### src/rtl/serial_adder.sv
// Bit-serial adder: operands are loaded in parallel, then summed LSB-first,
// one bit per enabled clock, through a single full adder and a carry flop.
module serial_adder #(
  parameter int WIDTH = 8
) (
  input  logic             clk,
  input  logic             rst,
  input  logic             pload,
  input  logic [WIDTH-1:0] adata,
  input  logic [WIDTH-1:0] bdata,
  input  logic             enable,
  output logic [WIDTH-1:0] pout,
  output logic             cout,
  output logic             done
);

  localparam int CW = $clog2(WIDTH + 1);
  localparam logic [CW-1:0] LAST = CW'(WIDTH - 1);

  logic [WIDTH-1:0] r_a;
  logic [WIDTH-1:0] r_b;
  logic [WIDTH-1:0] r_s;
  logic [CW-1:0]    r_cnt;
  logic             r_carry;
  logic             r_done;

  logic             w_sum;
  logic             w_carry;

  assign w_sum   = r_a[0] ^ r_b[0] ^ r_carry;
  assign w_carry = (r_a[0] & r_b[0]) | (r_a[0] & r_carry) | (r_b[0] & r_carry);

  always_ff @(posedge clk or negedge rst) begin
    if (!rst) begin
      r_a     <= '0;
      r_b     <= '0;
      r_s     <= '0;
      r_cnt   <= '0;
      r_carry <= 1'b0;
      r_done  <= 1'b0;
    end else if (pload) begin
      r_a     <= adata;
      r_b     <= bdata;
      r_s     <= '0;
      r_cnt   <= '0;
      r_carry <= 1'b0;
      r_done  <= 1'b0;
    end else if (enable && !r_done) begin
      // Sum bit enters at the MSB so the final LSB lands at bit 0 after WIDTH steps.
      r_a     <= {1'b0, r_a[WIDTH-1:1]};
      r_b     <= {1'b0, r_b[WIDTH-1:1]};
      r_s     <= {w_sum, r_s[WIDTH-1:1]};
      r_carry <= w_carry;
      r_cnt   <= r_cnt + CW'(1);
      r_done  <= (r_cnt == LAST);
    end
  end

  assign pout = r_s;
  assign cout = r_carry;
  assign done = r_done;

endmodule

### config.mk
export PLATFORM = sky130hd
export DESIGN_NAME = serial_adder
export DESIGN_NICKNAME = d
export VERILOG_FILES = /design/src/rtl/serial_adder.sv
export SDC_FILE = /design/constraint.sdc
export NUM_CORES = 1
export LEC_CHECK = 0
export CAP_MARGIN = 20
export CORE_ASPECT_RATIO = 1.2
export CORE_MARGIN = 2
export CORE_UTILIZATION = 49
export CTS_CLUSTER_DIAMETER = 80
export DETAILED_ROUTE_END_ITERATION = 7
export GPL_TIMING_DRIVEN = 1
export PLACE_DENSITY = 0.86
export SYNTH_ARGS = -nofsm -noshare
export SYNTH_HDL_FRONTEND = slang
export SYNTH_SLANG_ARGS = --single-unit
### constraint.sdc
create_clock -name clk -period 1.5 [get_ports clk]
set_input_delay 0.45 -clock clk [delete_from_list [all_inputs] [get_ports clk]]
set_output_delay 0.45 -clock clk [all_outputs]
set_load 0.005 [all_outputs]
==> flow_metrics.py <==
metrics = {
    "floorplan": {
        "die_w_um": 51.6,
        "die_h_um": 61.1,
        "core-area_um2": 2550,
        "rows": 20,
        "io_pins": 30,
        "start_util": 0.521,
        "die_area_um2": 3150,
    },
    "logic_synthesis": {
        "yosysTopAreaCellShare": 0.564,
        "synth.distinct_cells": 20,
        "syn_inst": 133,
        "avgSynthCellArea_um2": 10.0,
        "synth_area_leaders": "dfrtp_1, nand2_1, mux2i_1",
        "yosys-top-cells-count": "nand2_1, dfrtp_1, o21ai_0",
        "syn_nets": 155,
        "synth_warnings": 0,
        "ys_seq_area_frac": 0.564,
        "synthFlopType": "dfrtp_1",
        "ys_ff_latch": 30,
        "syn-cell-area_um2": 1330,
        "synth.most_common_cell": "nand2_1",
        "synth-edff-count": 0,
        "async_flop_share": 1.00,
        "synth_area_leader_cell": "dfrtp_1",
    },
    "flow_run": {
        "drv_cap": 0,
    },
    "critical_path": {
        "cp.arrival_ps": 1680,
        "cp-start-kind": "input pin",
        "critPathTopFamily": "buffers and inverters",
        "cp_slowest_stage_delay_ps": 470,
        "cp_data_required_time_ps": 1710,
        "crit_buf_inv": 2,
        "r2r_start": "done",
        "worstSetupPathType": "in2reg",
        "crit_chain": "clkdlybuf4s50_1, nand2b_1, buf_4, mux2i_1, o21ai_0",
        "cp_max_fo": 12,
        "reg2reg_to": "r_cnt[3]",
        "regToRegSetupSlack_ps": 150,
        "endpoint_kind": "flip-flop",
        "reg2regPathDepth": 5,
        "slowest_stage": "clkdlybuf4s50_1",
    },
    "finish": {
        "fin_cells": 209,
        "nNetsFinal": 197,
        "area_growth_pct": 37.4,
        "drive_gt1_frac": 0.119,
        "diodes": 0,
    },
    "placed_design": {
        "hpwl_um": 1840,
        "place_ws_ps": -301,
        "portBuffers": 29,
        "dp_cells": 193,
        "gp_congestion": 0.771,
    },
    "clocking": {
        "root_buffer": "clkbuf_4",
        "cts_tree": "yes",
        "cts_buffers": 5,
        "cts_sinks": 30,
        "clk_pin_slew_ps": 90,
        "ctsLongestPathBuffers": 2,
        "htreeDepth": 2,
        "cts_hold_buf": 0,
        "clk_latency_ps": 330,
    },
    "timing": {
        "fmax_mhz": 681,
        "relSlewSlack": 0.856,
        "rsz0062_at_grt": "true",
        "fin_crit_sh": 0.979,
        "fin_crit_ps": 1470,
        "worst_slack_ps": 31.9,
        "final.setup_skew_ps": 4.80,
        "slew_viol_final": 0,
        "hold_viol": 0,
        "finalSetupViolations": 0,
        "worstMarginPinSlew_ps": 213,
    },
    "route": {
        "drc": 0,
        "vias": 1093,
        "drt_iter0_markers": 14,
        "wire_per_inst_um": 13.5,
        "dr.pass1.iters": 4,
        "viasPerCell": 5.23,
        "routed_wirelength_um": 2820,
        "antenna_left": 0,
    },
    "power_and_ir_drop": {
        "irDropWorstVdd_mv": 0.754,
        "leakage_nw": 0.882,
        "powerDensity_nw_per_um2": 962,
    },
    "grt": {
        "grt_pass1_vias": 1035,
        "grt_max_degree": 47,
        "track_usage": 0.214,
        "antenna_found_initial": 0,
        "grt_pass1_wl_um": 4710,
        "overflow": 0,
    },
    "outcome": {
        "status": "completed",
    },
    "worst_hold_path": {
        "hold_class": "in2async",
    },
}
## cell type report
type                            instances  area [um2]
Fill cell                             205         724
Inverter                                1        3.75
Clock buffer                            7        45.0
Clock inverter                          1        30.0
Multi-Input combinational cell         93         526
Tap cell                               33        41.3
Timing Repair Buffer                   44         432
Sequential cell                        30         751
## what timing repair did
item                                   CTS  global route
endpoints found under the hold margin    0             0
gates resized for setup                 10             1
setup endpoints to repair               10             1
pin swaps                                0             0
setup buffers                            8             0
## sequential cells by signal, summed over array words and instances (netlist names)
register  cells
r_b           8
done          1
r_a           8
r_cnt         4
pout          8
cout          1
## layer usage
layer | vias up | GRT usage | wire [um] | share of wire
li1 | 527 | - | - | -
met1 | 534 | 0.239 | 1110 | 0.39
met2 | 27 | 0.372 | 1520 | 0.54
met3 | 5 | 0.0801 | 151 | 0.054
met4 | 0 | 0.0902 | 38 | 0.013
met5 | - | 0 | 0 | 0
## worst max-delay path by stage
stage / from / end / slack (ps) / cells after the start
2_1_floorplan: done / r_cnt[3] / 270 / 4
3_3_place_gp: enable / r_b[4] / -170 / 5
3_5_place_dp: enable / r_b[4] / -300 / 5
4_1_cts: enable / r_b[4] / 30 / 5
5_1_grt: enable / r_a[0] / -10 / 5
6_report: enable / r_a[6] / 30 / 5
## cells by family after synthesis
kind of cell               synth area share
AOI/OAI and AO/OA                     0.112
buffers and inverters                0.0404
xor gates and xnor gates             0.0132
DFF                                   0.564
and+or+nand+nor                       0.140
muxes                                 0.105
adders and majority gates            0.0245
## per-stage QoR
stage          setup TNS, ps  cell area (um2)   util  power (mW)  hold WS [ps]
3_5_place_dp           -5240             1700  0.667        1.15           521
3_3_place_gp           -3200             1700  0.667        1.13           510
4_1_cts                    0             1820  0.715        1.78           478
5_1_grt                -32.0             1830  0.716        1.85           483
6_report                   0             1830  0.716        1.76           479
2_1_floorplan              0             1330      -        1.02           154
## cell usage in the layout, fill, tap and decap left out
cell type | Yosys | final
a41oi_1 | 1 | 1
buf_4 | 0 | 11
inv_1 | 1 | 1
nand3b_1 | 1 | 1
clkbuf_1 | 6 | 2
xor2_1 | 1 | 1
and2b_1 | 1 | 1
nand3_1 | 1 | 1
buf_12 | 0 | 3
xnor2_1 | 1 | 1
mux2i_1 | 14 | 14
a21oi_1 | 11 | 11
bufinv_16 | 0 | 1
clkdlybuf4s50_1 | 0 | 19
ha_1 | 1 | 1
nand2_1 | 38 | 38
o21ai_0 | 17 | 17
nor2_1 | 3 | 3
dlygate4sd2_1 | 0 | 10
fa_1 | 1 | 1
dfrtp_1 | 30 | 30
clkbuf_4 | 0 | 5
or3_1 | 1 | 1
nand2b_1 | 1 | 1
buf_6 | 2 | 1
## report_power, final
group	switching [mW]	internal, mW	total, mW	leakage, nW
clock	0.268	0.353	0.622	0.0395
combinational	0.108	0.131	0.239	0.454
sequential	0.0354	0.862	0.897	0.389
total	0.412	1.35	1.76	0.882
Power figures use the tool's default switching activity.
